$ cat src/rtl/branch_resolve_unit_pkg.sv
// Shared definitions for the branch resolve unit: EX instruction kinds,
// BTB counter constants and the 2-bit saturating counter update.
package branch_resolve_unit_pkg;

  typedef enum logic [1:0] {
    EX_KIND_NONE   = 2'b00,
    EX_KIND_BRANCH = 2'b01,
    EX_KIND_JUMP   = 2'b10,
    EX_KIND_RSVD   = 2'b11
  } ex_kind_e;

  localparam int unsigned CNT_W     = 2;
  localparam logic [1:0]  CNT_RESET = 2'b01;

  function automatic logic [CNT_W-1:0] cnt_update(input logic [CNT_W-1:0] cnt,
                                                  input logic             taken);
    logic [CNT_W-1:0] nxt;
    nxt = cnt;
    if (taken && cnt != '1)
      nxt = cnt + 1'b1;
    else if (!taken && cnt != '0)
      nxt = cnt - 1'b1;
    return nxt;
  endfunction

endpackage

$ cat src/rtl/branch_resolve_unit_btb_table.sv
// Direct-mapped BTB storage: async read for IF, async read plus sync write
// for EX training, async active-low clear of every entry.
module btb_table
  import branch_resolve_unit_pkg::*;
#(
  parameter int unsigned WORD_SIZE = 16,
  parameter int unsigned IDX_BITS  = 4
) (
  input  logic                          clk,
  input  logic                          reset_n,
  input  logic [IDX_BITS-1:0]           if_idx,
  output logic                          if_valid,
  output logic [WORD_SIZE-IDX_BITS-1:0] if_tag,
  output logic [WORD_SIZE-1:0]          if_target,
  output logic [CNT_W-1:0]              if_cnt,
  output logic                          if_jump,
  input  logic [IDX_BITS-1:0]           ex_idx,
  output logic                          ex_valid,
  output logic [WORD_SIZE-IDX_BITS-1:0] ex_tag,
  output logic [WORD_SIZE-1:0]          ex_target,
  output logic [CNT_W-1:0]              ex_cnt,
  output logic                          ex_jump,
  input  logic                          wr_en,
  input  logic [WORD_SIZE-IDX_BITS-1:0] wr_tag,
  input  logic [WORD_SIZE-1:0]          wr_target,
  input  logic [CNT_W-1:0]              wr_cnt,
  input  logic                          wr_jump
);

  localparam int unsigned TAG_W   = WORD_SIZE - IDX_BITS;
  localparam int unsigned ENTRIES = 1 << IDX_BITS;

  logic                 valid_q  [ENTRIES];
  logic [TAG_W-1:0]     tag_q    [ENTRIES];
  logic [WORD_SIZE-1:0] target_q [ENTRIES];
  logic [CNT_W-1:0]     cnt_q    [ENTRIES];
  logic                 jump_q   [ENTRIES];

  assign if_valid  = valid_q[if_idx];
  assign if_tag    = tag_q[if_idx];
  assign if_target = target_q[if_idx];
  assign if_cnt    = cnt_q[if_idx];
  assign if_jump   = jump_q[if_idx];

  assign ex_valid  = valid_q[ex_idx];
  assign ex_tag    = tag_q[ex_idx];
  assign ex_target = target_q[ex_idx];
  assign ex_cnt    = cnt_q[ex_idx];
  assign ex_jump   = jump_q[ex_idx];

  // The EX write index is always the EX read index; every write leaves the entry valid.
  always_ff @(posedge clk or negedge reset_n) begin
    if (!reset_n) begin
      for (int unsigned i = 0; i < ENTRIES; i++) begin
        valid_q[i]  <= 1'b0;
        tag_q[i]    <= '0;
        target_q[i] <= '0;
        cnt_q[i]    <= CNT_RESET;
        jump_q[i]   <= 1'b0;
      end
    end else if (wr_en) begin
      valid_q[ex_idx]  <= 1'b1;
      tag_q[ex_idx]    <= wr_tag;
      target_q[ex_idx] <= wr_target;
      cnt_q[ex_idx]    <= wr_cnt;
      jump_q[ex_idx]   <= wr_jump;
    end
  end

endmodule

$ cat src/rtl/branch_resolve_unit.sv
// EX-side branch resolution: mispredict flush/redirect, BTB prediction for IF,
// BTB training at resolution and saturating branch/mispredict statistics.
module branch_resolve_unit
  import branch_resolve_unit_pkg::*;
#(
  parameter int unsigned WORD_SIZE = 16,
  parameter int unsigned IDX_BITS  = 4,
  parameter logic [1:0]  CNT_ALLOC = 2'b10
) (
  input  logic                 clk,
  input  logic                 reset_n,
  input  logic [WORD_SIZE-1:0] if_pc,
  output logic [WORD_SIZE-1:0] if_pred_pc,
  output logic                 if_pred_taken,
  input  logic                 ex_valid,
  input  logic                 ex_stall,
  input  logic [WORD_SIZE-1:0] ex_pc,
  input  logic [1:0]           ex_kind,
  input  logic [WORD_SIZE-1:0] ex_pred_pc,
  input  logic [WORD_SIZE-1:0] ex_real_pc,
  output logic                 flush,
  output logic [WORD_SIZE-1:0] redirect_pc,
  output logic [15:0]          branch_count,
  output logic [15:0]          mispredict_count
);

  localparam int unsigned TAG_W = WORD_SIZE - IDX_BITS;

  logic                 if_e_valid, if_e_jump;
  logic [TAG_W-1:0]     if_e_tag;
  logic [WORD_SIZE-1:0] if_e_target;
  logic [CNT_W-1:0]     if_e_cnt;
  logic                 ex_e_valid, ex_e_jump;
  logic [TAG_W-1:0]     ex_e_tag;
  logic [WORD_SIZE-1:0] ex_e_target;
  logic [CNT_W-1:0]     ex_e_cnt;

  logic                 wr_en, wr_jump;
  logic [TAG_W-1:0]     wr_tag;
  logic [WORD_SIZE-1:0] wr_target;
  logic [CNT_W-1:0]     wr_cnt;

  logic                 if_hit, ex_hit, res, taken;
  logic [WORD_SIZE-1:0] ex_seq_pc;
  ex_kind_e             kind;

  btb_table #(
    .WORD_SIZE (WORD_SIZE),
    .IDX_BITS  (IDX_BITS)
  ) u_btb (
    .clk       (clk),
    .reset_n   (reset_n),
    .if_idx    (if_pc[IDX_BITS-1:0]),
    .if_valid  (if_e_valid),
    .if_tag    (if_e_tag),
    .if_target (if_e_target),
    .if_cnt    (if_e_cnt),
    .if_jump   (if_e_jump),
    .ex_idx    (ex_pc[IDX_BITS-1:0]),
    .ex_valid  (ex_e_valid),
    .ex_tag    (ex_e_tag),
    .ex_target (ex_e_target),
    .ex_cnt    (ex_e_cnt),
    .ex_jump   (ex_e_jump),
    .wr_en     (wr_en),
    .wr_tag    (wr_tag),
    .wr_target (wr_target),
    .wr_cnt    (wr_cnt),
    .wr_jump   (wr_jump)
  );

  assign if_hit        = if_e_valid && (if_e_tag == if_pc[WORD_SIZE-1:IDX_BITS]);
  assign if_pred_taken = if_hit && (if_e_jump || if_e_cnt[1]);
  assign if_pred_pc    = if_pred_taken ? if_e_target : if_pc + WORD_SIZE'(1);

  assign kind      = ex_kind_e'(ex_kind);
  assign res       = ex_valid && !ex_stall;
  assign ex_seq_pc = ex_pc + WORD_SIZE'(1);
  assign taken     = (ex_real_pc != ex_seq_pc);
  assign ex_hit    = ex_e_valid && (ex_e_tag == ex_pc[WORD_SIZE-1:IDX_BITS]);

  // reset_n gating drops a pending flush the moment reset asserts.
  assign flush       = reset_n && res && (ex_real_pc != ex_pred_pc);
  assign redirect_pc = reset_n ? ex_real_pc : '0;

  always_comb begin
    wr_en     = 1'b0;
    wr_tag    = ex_pc[WORD_SIZE-1:IDX_BITS];
    wr_target = ex_e_target;
    wr_cnt    = ex_e_cnt;
    wr_jump   = ex_e_jump;
    if (res) begin
      unique case (kind)
        EX_KIND_BRANCH: begin
          if (ex_hit) begin
            wr_en  = 1'b1;
            wr_cnt = cnt_update(ex_e_cnt, taken);
            if (taken) wr_target = ex_real_pc;
          end else if (taken) begin
            wr_en     = 1'b1;
            wr_target = ex_real_pc;
            wr_cnt    = CNT_ALLOC;
            wr_jump   = 1'b0;
          end
        end
        EX_KIND_JUMP: begin
          wr_en     = 1'b1;
          wr_target = ex_real_pc;
          wr_jump   = 1'b1;
        end
        default: wr_en = 1'b0;
      endcase
    end
  end

  always_ff @(posedge clk or negedge reset_n) begin
    if (!reset_n) begin
      branch_count     <= '0;
      mispredict_count <= '0;
    end else begin
      if (res && kind != EX_KIND_NONE && branch_count != '1)
        branch_count <= branch_count + 16'd1;
      if (flush && mispredict_count != '1)
        mispredict_count <= mispredict_count + 16'd1;
    end
  end

endmodule
$ cat config.mk
export PLATFORM = sky130hd
export DESIGN_NAME = branch_resolve_unit
export DESIGN_NICKNAME = d
export VERILOG_FILES = /design/src/rtl/branch_resolve_unit_pkg.sv /design/src/rtl/branch_resolve_unit_btb_table.sv /design/src/rtl/branch_resolve_unit.sv
export SDC_FILE = /design/constraint.sdc
export NUM_CORES = 1
export LEC_CHECK = 0
export BUFFER_PORTS_ARGS = -buffer_cell sky130_fd_sc_hd__buf_2
export CAP_MARGIN = 10
export CORE_MARGIN = 2
export CORE_UTILIZATION = 40
export CTS_CLUSTER_SIZE = 28
export DETAILED_ROUTE_END_ITERATION = 16
export PLACE_DENSITY_LB_ADDON = 0.15
export SYNTH_ARGS = -nofsm -noshare
export SYNTH_HDL_FRONTEND = slang
export SYNTH_HIERARCHICAL = 1
export SYNTH_SLANG_ARGS = --single-unit
$ cat constraint.sdc
create_clock -name clk -period 4.45 [get_ports clk]
set_clock_uncertainty 0.05 [all_clocks]
set_input_delay 0.2225 -clock clk [delete_from_list [all_inputs] [get_ports clk]]
set_output_delay 0.2225 -clock clk [all_outputs]
set_load 0.01 [all_outputs]
# After elaboration in Yosys (flattened, before gate mapping)
# Cells that the tools add are included.
[classes]
n_div = 0
eq_ne = 9
bitwise = 3
n_mux = 61
magnitude_cmp = 3
n_shift = 0
reduce_logical = 17
multipliers = 0
n_addsub = 6
[op_table]
columns = ["cell", "n"]
rows = [
  ["bitwise mux 256 bit", 1],
  ["bitwise mux 192 bit", 1],
  ["2-to-1 mux 16 bit", 9],
  ["binary-select mux 16 bit (select 4 bit)", 2],
  ["binary-select mux 12 bit (select 4 bit)", 2],
  ["adder 16 x 1 -> 16 bit, second input constant", 4],
  ["demux 16 bit (select 4 bit)", 1],
  ["2-to-1 mux 12 bit", 5],
  ["demux 12 bit (select 4 bit)", 1],
  ["bitwise mux 32 bit", 1],
  ["inequality test 16 bit", 2],
  ["inequality test 16 bit, second input constant", 2],
  ["one-hot mux 16 bit (2 select lines)", 1],
  ["== test 12 bit", 2],
  ["2-to-1 mux 2 bit", 11],
  ["binary-select mux 1 bit (select 4 bit)", 4],
  ["binary-select mux 2 bit (select 4 bit)", 2],
  ["bitwise mux 16 bit", 1],
  ["OR 16 bit", 1],
  ["2-to-1 mux 1 bit", 15],
  ["logical AND 1 bit", 12],
  [">= comparator 5 bit, second input constant", 2],
  ["NOT 4 -> 5 bit", 2],
  ["demux 2 bit (select 4 bit)", 1],
  ["11 further kinds", 14],
]
[word_totals]
rom_bits = 0
output_inout_bits = 66
wordCells = 181
mem_bits_rw = 0
ff_bits = 544
input_bits = 70
memories = 0
latch_bits = 0

# Depth between registers and ports, before layout
# Gate-level depths: netlist of the first run.
[depth]
ltp_word = 12
ltp_mapped = 17
ltp_nobuf = 12

# By module
# The synthesis of the first run kept the hierarchy.
[modules_own_cells]
columns = ["mod", "cells_per_inst", "seq_area_each_um2", "area_per_inst_um2", "n_inst"]
rows = [
  ["btb_table", 1677, 12832.3, 26849.5, 1],
  ["branch_resolve_unit", 409, 800.8, 3353.2, 1],
]

# Worst setup path before layout of the first run
# No wires, ideal clock.
[synth_path]
path_type = "input -> register"
from = "input ex_pc[1]"
to = "register u_btb/cnt_q[25] (netlist name)"
setup_ns = 0.125
slack_ns = 0.558
path_buffers = 5
required_time_ns = 4.275
arrival_ns = 3.717
path_stages = 17
cell_sequence = "buf_2 > buf_2 > clkbuf_1 > mux4_2 > a22oi_1 > nand2_1 > xnor2_1 > nand4_1 > nor4_1 > inv_1 > a21oi_1 > o21a_1 > nor3b_2 > nor2b_1 > clkbuf_2 > buf_6 > mux2_2"
[synth_via]
word_cells_on_any_way = 37
classes_between = "add/sub (3); order compare (2); eq/ne (3); mux (22); bitwise (1); reduce/logical (6)"
[synth_lines]
columns = ["element", "line", "rtl"]
rows = [
  ["start: declaration", "branch_resolve_unit.sv:17", "input logic [WORD_SIZE-1:0] ex_pc,"],
  ["NOT 4 -> 5 bit (not written as such)", "branch_resolve_unit_btb_table.sv:46", "assign ex_tag = tag_q[ex_idx];"],
  ["binary-select mux 12 bit (select 4 bit)", "branch_resolve_unit_btb_table.sv:46", ""],
  ["2-to-1 mux 12 bit (not written as such) (2 in series)", "branch_resolve_unit_btb_table.sv:46", ""],
  ["via ex_e_tag[6]", "branch_resolve_unit.sv:34", "logic [TAG_W-1:0] ex_e_tag;"],
  ["== test 12 bit", "branch_resolve_unit.sv:80", "assign ex_hit = ex_e_valid && (ex_e_tag == ex_pc[WORD_SIZE-1:IDX_BITS]);"],
  ["logical AND 1 bit", "branch_resolve_unit.sv:80", ""],
  ["2-to-1 mux 1 bit", "branch_resolve_unit.sv:95", "if (ex_hit) begin"],
  ["one-hot mux 1 bit (2 select lines)", "branch_resolve_unit.sv:93", "unique case (kind)"],
  ["2-to-1 mux 1 bit", "branch_resolve_unit.sv:92", "if (res) begin"],
  ["via wr_en", "branch_resolve_unit.sv:38", "logic wr_en, wr_jump;"],
  ["end signal: indexed assignment", "branch_resolve_unit_btb_table.sv:65", "cnt_q[ex_idx] <= wr_cnt;"],
  ["end: declaration", "branch_resolve_unit_btb_table.sv:36", "logic [CNT_W-1:0] cnt_q [ENTRIES];"],
]
# The timed path passes the listed nets, and every way through them passes these cells. The select of a mux whose other input is x is not followed.
# A chain may end at the register's enable or synchronous reset.

# Worst setup path after layout of the first run
[layout_path]
from = "register u_btb/tag_q[145] (netlist name)"
to = "register u_btb/tag_q[86] (netlist name)"
[layout_via]
elab_chain_len = 8
[layout_lines]
columns = ["element", "line", "rtl"]
rows = [
  ["start: declaration", "branch_resolve_unit_btb_table.sv:34", "logic [TAG_W-1:0] tag_q [ENTRIES];"],
  ["start signal: indexed assignment", "branch_resolve_unit_btb_table.sv:63", "tag_q[ex_idx] <= wr_tag;"],
  ["binary-select mux 12 bit (select 4 bit)", "branch_resolve_unit_btb_table.sv:46", ""],
  ["2-to-1 mux 12 bit (not written as such) (2 in series)", "branch_resolve_unit_btb_table.sv:46", ""],
  ["via ex_e_tag[1]", "branch_resolve_unit.sv:34", ""],
  ["== test 12 bit", "branch_resolve_unit.sv:80", ""],
  ["logical AND 1 bit", "branch_resolve_unit.sv:80", ""],
  ["2-to-1 mux 1 bit", "branch_resolve_unit.sv:95", ""],
  ["one-hot mux 1 bit (2 select lines)", "branch_resolve_unit.sv:93", ""],
  ["2-to-1 mux 1 bit", "branch_resolve_unit.sv:92", ""],
  ["via wr_en", "branch_resolve_unit.sv:38", ""],
]
# The timed path passes the listed nets, and every way through them passes these cells. The select of a mux whose other input is x is not followed.

==> results.tsv, run 1 <==
metric	value	unit
total CTS buffers	66	
routing usage on met2	0.387	
Hold Crit Start	ex_pc[6]	
Worst setup startpoint	u_btb/tag_q[145]	
worst setup path category	reg2reg	
CTS H-tree lvls	3	
initial detailed-routing violation count	1691	
CTS tree	built	
slew at the pin closest to its max-slew limit	1.03	ns
number of cells in the finished layout apart from fillers	3226	
unrepaired setup endpoints after global routing	no	
number of buffer and inverter stages on the critical path	3	
GRT met3 Usage	0.0520	
grt total ovfl	0	
number of nets in the finished design	2284	
synthesized netlist cell count	2079	
routed wire length	95.7	mm
startpoint of the lowest-slack register-to-register path	u_btb/tag_q[145]	
crit end category	register	
Period Utilization, post-route	0.916	
data required time at the worst endpoint	4.87	ns
number of sinks on the clock net	544	
crit path cell chain	mux4_2 > a22oi_1 > nand2_1 > xnor2_1 > nand3_1 > nor4_2 > buf_4 > inv_1 > a21oi_1 > o21a_1 > nand3b_4 > or3_2 > buf_12 > mux2_4	
layout cells sized above 1	0.508	
first-pass GRT wire length	143	mm
GRT met1 Usage	0.346	
Initial Utilization	0.404	
area of the placeable core	0.0744	mm²
number of setup violations in the final report	0	
Max-Slew Margin vs Limit	0.315	
via count of the first global-routing pass	20800	
Core Util, Final	0.464	
total number of placement rows	100	
final count of hold timing violations	0	
synthesis-to-layout area growth	14.9	%
IR drop worst, VDD	0.000231	V
PwrDens	350	mW/mm²
top-level port count	136	
initial antenna violation count	5	
number of vias in the routed layout	19800	
average cell area after synthesis	14.5	µm²
total negative setup slack	0	ns
outcome	finished, final reports clean	
slowest CP cell	sky130_fd_sc_hd__or3_2	
Detailed Place HPWL	61.3	mm
maximum operating frequency	245	MHz
Post CTS Setup Buffer Count	0	
routing layer with the top usage in global route	met2	
clock network latency to the later pin of the worst-skew pair	0.62	ns
die boundary height	278	µm
time the worst path needs with I/O delays and setup	4.08	ns
Post-Synthesis Cell Area	0.0301	mm²
number of cells in the design after placement	3102	
Critical Path Source Type	register	
routability-driven placement congestion ratio	0.836	
count of unresolved DRC violations after routing	0	
full die area	0.0774	mm²
mean number of vias per cell	6.14	
root buffer selected by CTS	sky130_fd_sc_hd__clkbuf_16	
length of the first detailed-routing pass in iterations	5	
Clock transition at path regs	0.06	ns
warnings from Yosys	6	
Max Cap Violations	0	
Slew Limit Fails	0	
type of the tightest min-delay check	in2reg	
# port buffers	135	
net count after synthesis	2158	
maximum fanout encountered on the critical timing path	16	
number of nets still failing antenna checks after routing	0	
maximum number of buffers from clock root to sink	3	
post-route total power	0.0121	W
routed wire length per instance	29.7	µm
Die X-Extent	278	µm
arrival time of data at the critical path endpoint	4.50	ns
reported leakage power	16.0	nW
Slowest Stage Delay on Critical Path	0.50	ns
global-route usage over all layers	0.250	
Crit path max-delay family	simple AND/OR/NAND/NOR gates	
maximum number of pins on one net before global-route repair	167	
## report_power, final
part	internal [W]	switching, W
Clock	0.00310	0.00218
Sequential	0.00519	0.000208
Combinational	0.000642	0.000775
Total	0.00893	0.00316
## cells in the final DEF, fill, tap and decap left out, types with 30 or more instances in the layout
cell type,instances
sky130_fd_sc_hd__buf_2,130
sky130_fd_sc_hd__xor2_1,48
sky130_fd_sc_hd__a22oi_1,127
sky130_fd_sc_hd__buf_4,65
sky130_fd_sc_hd__clkbuf_16,67
sky130_fd_sc_hd__mux2_4,58
sky130_fd_sc_hd__nand2_1,111
sky130_fd_sc_hd__mux4_2,252
sky130_fd_sc_hd__xnor2_1,49
sky130_fd_sc_hd__nor2_1,30
sky130_fd_sc_hd__buf_12,39
sky130_fd_sc_hd__mux2_2,433
sky130_fd_sc_hd__dfrtp_1,528
## layout make-up
type | instances | area, µm²
well taps | 969 | 1210
clock inverters | 24 | 215
clock buffers | 95 | 1900
flip-flops and latches | 544 | 13600
multi-input cells | 1336 | 15500
repair buffers | 242 | 2020
diodes | 1 | 2.50
inverters | 15 | 56.3
fillers | 6517 | 39900
## registers in the layout, indices dropped and copies added, names as in the netlist
| signal | cells |
|---|---|
| u_btb/target_q | 256 |
| u_btb/tag_q | 192 |
| u_btb/cnt_q | 32 |
| branch_count | 16 |
| mispredict_count | 16 |
| u_btb/jump_q | 16 |
| u_btb/valid_q | 16 |
## worst paths after layout
kind / end / slack, ns / cells after the start
min in group asynchronous: u_btb/target_q[160] / 0.08 / 2
max reg2reg: u_btb/tag_q[86] / 0.37 / 14
max: u_btb/tag_q[86] / 0.37 / 14
min: u_btb/tag_q[182] / 0.06 / 2
min reg2reg: mispredict_count[8] / 0.43 / 1
max in group asynchronous: u_btb/cnt_q[19] / 3.00 / 3
## per-layer routing
| metal | wire length, µm | up-vias | part of all wire |
|---|---|---|---|
| met5 | 34 | - | 0.00036 |
| met4 | 3610 | 6 | 0.038 |
| met3 | 6950 | 186 | 0.073 |
| met2 | 44200 | 770 | 0.46 |
| met1 | 40900 | 10700 | 0.43 |
| li1 | - | 8189 | - |
## metrics by stage
stage          hold WS, ns  worst slack [ns]  instance area (µm²)
2_1_floorplan       -0.123             0.558                30100
3_3_place_gp        0.0969            -0.187                32400
3_5_place_dp         0.103            -0.199                32400
4_1_cts             0.0379             0.114                34500
5_1_grt             0.0424             0.133                34600
6_report            0.0615             0.374                34600
## what timing repair did
action | 4_1_cts | 5_1_grt
endpoints found under the hold margin | 41 | 0
resized for setup | 0 | 1
setup endpoints to repair | 0 | 307
hold buffers | 3 | 0
No activity file was read; power rests on OpenSTA's default activity.
==> run 2, diff against run 1 <==
--- a/config.mk
+++ b/config.mk
@@ -7,6 +7,7 @@
 export LEC_CHECK = 0
 export BUFFER_PORTS_ARGS = -buffer_cell sky130_fd_sc_hd__buf_2
 export CAP_MARGIN = 10
+export CORE_ASPECT_RATIO = 0.8
 export CORE_MARGIN = 2
 export CORE_UTILIZATION = 40
 export CTS_CLUSTER_SIZE = 28
==> constraint.sdc (replaced) <==
create_clock -name clk -period 4.85 [get_ports clk]
set_clock_uncertainty 0.05 [all_clocks]
set_input_delay 0.2425 -clock clk [delete_from_list [all_inputs] [get_ports clk]]
set_output_delay 0.2425 -clock clk [all_outputs]
set_load 0.01 [all_outputs]
==> results.tsv, run 2 (synthesis gave the netlist of run 1 again) <==
metric	value	unit	change
outcome	finished, final reports clean		unchanged
Crit path max-delay family	simple AND/OR/NAND/NOR gates		unchanged
final count of hold timing violations	0		unchanged
CP most frequent cell	sky130_fd_sc_hd__buf_4		
arrival time of data at the critical path endpoint	4.74	ns	was 4.50 ns
worst setup path category	reg2reg		unchanged
flip-flop count of the largest register after layout	256		unchanged
reported leakage power	15.8	nW	was 16.0 nW
number of buffer and inverter stages on the critical path	3		unchanged
number of sinks on the clock net	544		unchanged
count of unresolved DRC violations after routing	0		unchanged
slowest CP cell	sky130_fd_sc_hd__mux4_2		was sky130_fd_sc_hd__or3_2
layout cells sized above 1	0.508		about the same
number of nets still failing antenna checks after routing	0		unchanged
length of the first detailed-routing pass in iterations	5		unchanged
top-level port count	136		unchanged
Comb power frac	0.114		was 0.117
global-route usage over all layers	0.238		was 0.250
M1 WL	43.5	mm	was 40.9 mm
worst-case hold path end point	u_btb/tag_q[181]		was u_btb/tag_q[182]
Max-Slew Margin vs Limit	0.304		was 0.315
root buffer selected by CTS	sky130_fd_sc_hd__clkbuf_16		unchanged
fraction of power spent switching nets	0.257		was 0.261
first-pass GRT wire length	139	mm	was 143 mm
type of the tightest min-delay check	in2reg		unchanged
CTS tree	built		unchanged
slew at the pin closest to its max-slew limit	1.03	ns	about the same
Slowest Stage Delay on Critical Path	0.48	ns	was 0.50 ns
maximum number of buffers from clock root to sink	3		unchanged
startpoint of the lowest-slack register-to-register path	u_btb/tag_q[92]		was u_btb/tag_q[145]
Post CTS Setup Buffer Count	0		unchanged
crit end category	register		unchanged
Clk pwr share	0.442		was 0.437
Psw	0.00286	W	was 0.00316 W
IR drop worst, VDD	0.000260	V	was 0.000231 V
Initial Utilization	0.406		was 0.404
CTS H-tree lvls	2		was 3
hold depth	2		unchanged
Worst Reg2Reg Path Length in Cells	14		unchanged
# port buffers	135		unchanged
number of setup violations in the final report	0		unchanged
PwrDens	326	mW/mm²	was 350 mW/mm²
dpl ws	0.195	ns	was -0.199 ns
Period Utilization, post-route	0.883		was 0.916
top register by number of flip-flops	u_btb/target_q		unchanged
grt total ovfl	0		unchanged
Die X-Extent	311	µm	was 278 µm
unrepaired setup endpoints after global routing	no		unchanged
data required time at the worst endpoint	5.31	ns	was 4.87 ns
initial antenna violation count	1		was 5
reg-to-reg endpoint	u_btb/target_q[57]		was u_btb/tag_q[86]
total CTS buffers	57		was 66
clock network latency to the later pin of the worst-skew pair	0.65	ns	was 0.62 ns
routability-driven placement congestion ratio	0.804		was 0.836
routed wire length	92.5	mm	was 95.7 mm
ant diodes	0		was 1
area of the placeable core	0.0742	mm²	was 0.0744 mm²
maximum fanout encountered on the critical timing path	20		was 16
uppermost layer routed	met4		was met5
time the worst path needs with I/O delays and setup	4.28	ns	was 4.08 ns
Int Pwr	0.00828	W	was 0.00893 W
post-route total power	0.0111	W	was 0.0121 W
Detailed Place HPWL	59.7	mm	was 61.3 mm
crit path cell chain	mux4_2 > a22oi_1 > nand2_1 > xnor2_1 > nand4_1 > nor4_1 > buf_4 > inv_1 > a21oi_1 > o21a_1 > nand3_1 > nand2b_2 > buf_4 > mux2_2		was mux4_2 > a22oi_1 > nand2_1 > xnor2_1 > nand3_1 > nor4_2 > buf_4 > inv_1 > a21oi_1 > o21a_1 > nand3b_4 > or3_2 > buf_12 > mux2_4
synthesis-to-layout area growth	13.6	%	was 14.9%
area of all placed cells without fillers	0.0342	mm²	was 0.0346 mm²
full die area	0.0775	mm²	was 0.0774 mm²
die boundary height	249	µm	was 278 µm
worst setup slack for register-to-register paths	0.57	ns	was 0.37 ns
most frequent cells in the layout	sky130_fd_sc_hd__dfrtp_1, sky130_fd_sc_hd__mux2_2, sky130_fd_sc_hd__mux4_2		unchanged
total negative setup slack	0	ns	unchanged
maximum number of pins on one net before global-route repair	163		was 167
via count of the first global-routing pass	20300		was 20800
Critical Path Source Type	register		unchanged
least setup slack across all paths after layout	0.567	ns	was 0.374 ns
Max Cap Violations	0		unchanged
total number of placement rows	89		was 100
initial detailed-routing violation count	1610		was 1691
met3 routed WL	6.89	mm	was 6.95 mm
largest registers in the final layout	u_btb/target_q x256, u_btb/tag_q x192, u_btb/cnt_q x32		unchanged
Reg power frac	0.444		was 0.446
dpl cell area	0.0321	mm²	was 0.0324 mm²
routed wire length per instance	28.7	µm	was 29.7 µm
maximum operating frequency	233	MHz	was 245 MHz
Core Util, Final	0.461		was 0.464
number of nets in the finished design	2254		was 2284
met2 wirelength from detailed routing	40.2	mm	was 44.2 mm
mean number of vias per cell	6.06		was 6.14
number of vias in the routed layout	19500		was 19800
Slew Limit Fails	0		unchanged
Clock transition at path regs	0.07	ns	was 0.06 ns
most common cell after layout, fill and taps aside	sky130_fd_sc_hd__dfrtp_1		unchanged
Hold Crit Start	ex_pc[5]		was ex_pc[6]
-- run 2: power groups by stage --
stage / Combinational (W) / Sequential [W] / Clock [W]
after floorplan: 0.000765 / 0.00498 / 0
after global placement: 0.00126 / 0.00501 / 0
after detailed placement: 0.00128 / 0.00502 / 0
after CTS: 0.00128 / 0.00494 / 0.00506
after global routing: 0.00136 / 0.00498 / 0.00525
final: 0.00127 / 0.00495 / 0.00492
-- run 2: how the worst max path moves through the flow --
| stage | startpoint | slack, ns | cells past startpoint | end |
|---|---|---|---|---|
| 6_report | u_btb/tag_q[92] | 0.57 | 14 | u_btb/target_q[57] |
| 5_1_grt | u_btb/tag_q[92] | 0.36 | 14 | u_btb/target_q[63] |
| 4_1_cts | u_btb/tag_q[92] | 0.61 | 14 | u_btb/target_q[63] |
| 3_5_place_dp | ex_pc[0] | 0.20 | 16 | u_btb/target_q[113] |
| 3_3_place_gp | ex_pc[0] | 0.16 | 16 | u_btb/tag_q[41] |
| 2_1_floorplan | ex_pc[1] | 0.94 | 17 | u_btb/cnt_q[25] |
-- run 2: final cells by class --
type	instances	area (µm²)
fill	6567	40000
multi-input combinational	1336	15500
sequential	544	13600
clock buffer	71	1610
timing repair buffer	221	1600
tap	1001	1250
clock inverter	37	518
inverter	15	56.3
-- run 2: stage by stage --
step                instances  hold WS (ns)
floorplan                2079        -0.103
global placement         3116         0.204
detailed placement       3116         0.209
CTS                      3225        0.0412
global route             3225        0.0592
finish                   3225        0.0992
-- run 2: routing by layer --
metal / vias to the layer above / GRT usage
met2: 701 / 0.347
met1: 10600 / 0.362
met4: 0 / 0.0566
li1: 8127 / -
met5: - / 0
met3: 111 / 0.0514
-- run 2: repair_timing --
action | in CTS | in global routing
hold buffers | 1 | 0
resized for setup | 0 | 0
hold endpoints to repair | 63 | 0
==> run 3, diff against run 2 <==
--- a/config.mk
+++ b/config.mk
@@ -10,6 +10,7 @@
 export CORE_ASPECT_RATIO = 0.8
 export CORE_MARGIN = 2
 export CORE_UTILIZATION = 40
+export CTS_BUF_LIST = sky130_fd_sc_hd__clkbuf_4 sky130_fd_sc_hd__clkbuf_8 sky130_fd_sc_hd__clkbuf_16
 export CTS_CLUSTER_SIZE = 28
 export DETAILED_ROUTE_END_ITERATION = 16
 export PLACE_DENSITY_LB_ADDON = 0.15
==> results.tsv, run 3 (synthesis gave the netlist of run 1 again) <==
metric	value	unit	change
outcome	finished, final reports clean		unchanged
PwrDens	326	mW/mm²	about the same
first-pass GRT wire length	139	mm	unchanged
routing usage on met2	0.347		unchanged
# port buffers	135		unchanged
number of sinks on the clock net	544		unchanged
total CTS buffers	57		unchanged
maximum number of buffers from clock root to sink	3		unchanged
Initial Utilization	0.406		unchanged
number of buffer and inverter stages on the critical path	3		unchanged
top-level port count	136		unchanged
mean number of vias per cell	6.06		about the same
Core Util, Final	0.461		about the same
reg-to-reg endpoint	u_btb/target_q[57]		unchanged
CTS H-tree lvls	2		unchanged
routability-driven placement congestion ratio	0.804		unchanged
routed wire length per instance	28.7	µm	about the same
Worst Reg2Reg Path Length in Cells	14		unchanged
clock network latency to the later pin of the worst-skew pair	0.65	ns	about the same
Critical Path Source Type	register		unchanged
number of vias in the routed layout	19500		about the same
type of the tightest min-delay check	in2reg		unchanged
time the worst path needs with I/O delays and setup	4.28	ns	about the same
number of nets still failing antenna checks after routing	0		unchanged
IR drop worst, VDD	0.000260	V	about the same
grt total ovfl	0		unchanged
worst-case hold path end point	u_btb/tag_q[181]		unchanged
initial antenna violation count	1		unchanged
Period Utilization, post-route	0.883		about the same
Detailed Place HPWL	59.7	mm	unchanged
unrepaired setup endpoints after global routing	no		unchanged
final count of hold timing violations	0		unchanged
GRT met3 Usage	0.0514		unchanged
die boundary height	249	µm	unchanged
largest registers in the final layout	u_btb/target_q x256, u_btb/tag_q x192, u_btb/cnt_q x32		unchanged
number of setup violations in the final report	0		unchanged
data required time at the worst endpoint	5.31	ns	about the same
routing layer with the top usage in global route	met1		unchanged
full die area	0.0775	mm²	unchanged
most common cell after layout, fill and taps aside	sky130_fd_sc_hd__dfrtp_1		unchanged
Hold Worst Slack	0.0948	ns	was 0.0992 ns
slew at the pin closest to its max-slew limit	1.03	ns	unchanged
total negative setup slack	0	ns	unchanged
Hold Crit Start	ex_pc[5]		unchanged
maximum number of pins on one net before global-route repair	163		unchanged
maximum fanout encountered on the critical timing path	20		unchanged
global-route usage over all layers	0.238		unchanged
worst setup slack for register-to-register paths	0.57	ns	about the same
hold depth	2		unchanged
top register by number of flip-flops	u_btb/target_q		unchanged
count of unresolved DRC violations after routing	0		unchanged
Crit path max-delay family	simple AND/OR/NAND/NOR gates		unchanged
CP most frequent cell	sky130_fd_sc_hd__buf_4		unchanged
flip-flop count of the largest register after layout	256		unchanged
layout cells sized above 1	0.509		was 0.508
via count of the first global-routing pass	20300		unchanged
total number of placement rows	89		unchanged
root buffer selected by CTS	sky130_fd_sc_hd__clkbuf_16		unchanged
length of the first detailed-routing pass in iterations	5		unchanged
initial detailed-routing violation count	1611		was 1610
area of the placeable core	0.0742	mm²	unchanged
maximum operating frequency	233	MHz	about the same
slowest CP cell	sky130_fd_sc_hd__mux4_2		unchanged
post_cts resized	0		unchanged
synthesis-to-layout area growth	13.6	%	about the same
CTS tree	built		unchanged
worst setup path category	reg2reg		unchanged
crit path cell chain	mux4_2 > a22oi_1 > nand2_1 > xnor2_1 > nand4_1 > nor4_1 > buf_4 > inv_1 > a21oi_1 > o21a_1 > nand3_1 > nand2b_2 > buf_4 > mux2_2		unchanged
most frequent cells in the layout	sky130_fd_sc_hd__dfrtp_1, sky130_fd_sc_hd__mux2_2, sky130_fd_sc_hd__mux4_2		unchanged
GRT met1 Usage	0.362		unchanged
ant diodes	0		unchanged
routed wire length	92.5	mm	about the same
Clock transition at path regs	0.07	ns	about the same
Slowest Stage Delay on Critical Path	0.48	ns	about the same
startpoint of the lowest-slack register-to-register path	u_btb/tag_q[92]		unchanged
Slew Limit Fails	0		unchanged
number of nets in the finished design	2254		unchanged
Max Cap Violations	0		unchanged
Max-Slew Margin vs Limit	0.304		unchanged
crit end category	register		unchanged
reported leakage power	15.8	nW	about the same
Die X-Extent	311	µm	unchanged
arrival time of data at the critical path endpoint	4.74	ns	about the same
==> run 3: cell counts in the layout (fill, tap and decap cells not counted) <==
No cell type changed its count.
==> run 3: worst reg2reg max path: stages, from the launching register on <==
cell and delay (ns):
sky130_fd_sc_hd__dfrtp_1 0.42, sky130_fd_sc_hd__mux4_2 0.48, sky130_fd_sc_hd__a22oi_1 0.27, sky130_fd_sc_hd__nand2_1 0.13, sky130_fd_sc_hd__xnor2_1 0.41, sky130_fd_sc_hd__nand4_1 0.14
sky130_fd_sc_hd__nor4_1 0.32, sky130_fd_sc_hd__buf_4 0.20, sky130_fd_sc_hd__inv_1 0.06, sky130_fd_sc_hd__a21oi_1 0.14, sky130_fd_sc_hd__o21a_1 0.28, sky130_fd_sc_hd__nand3_1 0.31
sky130_fd_sc_hd__nand2b_2 0.29, sky130_fd_sc_hd__buf_4 0.29, sky130_fd_sc_hd__mux2_2 0.35
==> run 3: power by group <==
part	total (W)	switching (W)	internal, W	leakage [nW]
combinational	0.00127	0.000705	0.000567	7.30
clock	0.00493	0.00197	0.00296	1.05
sequential	0.00495	0.000189	0.00476	7.45
==> run 3: per-stage QoR <==
step	instance area (µm²)	cells	total power (W)	setup slack, ns
final	34200	3225	0.0112	0.566
after global routing	34200	3225	0.0116	0.363
after CTS	34200	3225	0.0113	0.613
after detailed placement	32100	3116	0.00630	0.195
after global placement	32100	3116	0.00627	0.156
after floorplan	30100	2079	0.00575	0.938
==> run 3: how the worst max path moves through the flow <==
stage	start	endpoint	cells after the start
finish	u_btb/tag_q[92]	u_btb/target_q[57]	14
global route	u_btb/tag_q[92]	u_btb/target_q[63]	14
CTS	u_btb/tag_q[92]	u_btb/target_q[63]	14
detailed placement	ex_pc[0]	u_btb/target_q[113]	16
global placement	ex_pc[0]	u_btb/tag_q[41]	16
floorplan	ex_pc[1]	u_btb/cnt_q[25]	17
==> run 3: what timing repair did <==
item                                   CTS  global route
setup buffers                            0             0
endpoints found under the hold margin   63             0
hold buffers                             1             0
==> run 3: layout make-up <==
type	instances	area, µm²
tap	1001	1250
clock inverter	37	518
fill	6568	40000
inverter	15	56.3
sequential	544	13600
clock buffer	71	1620
multi-input combinational	1336	15500
timing repair buffer	221	1600
==> run 3: routing by layer <==
metal	wire length (µm)	share of wire	vias up
met5	0	0	-
met4	1860	0.020	0
met1	43500	0.47	10600
li1	-	-	8129
met2	40200	0.43	691
met3	6870	0.074	111
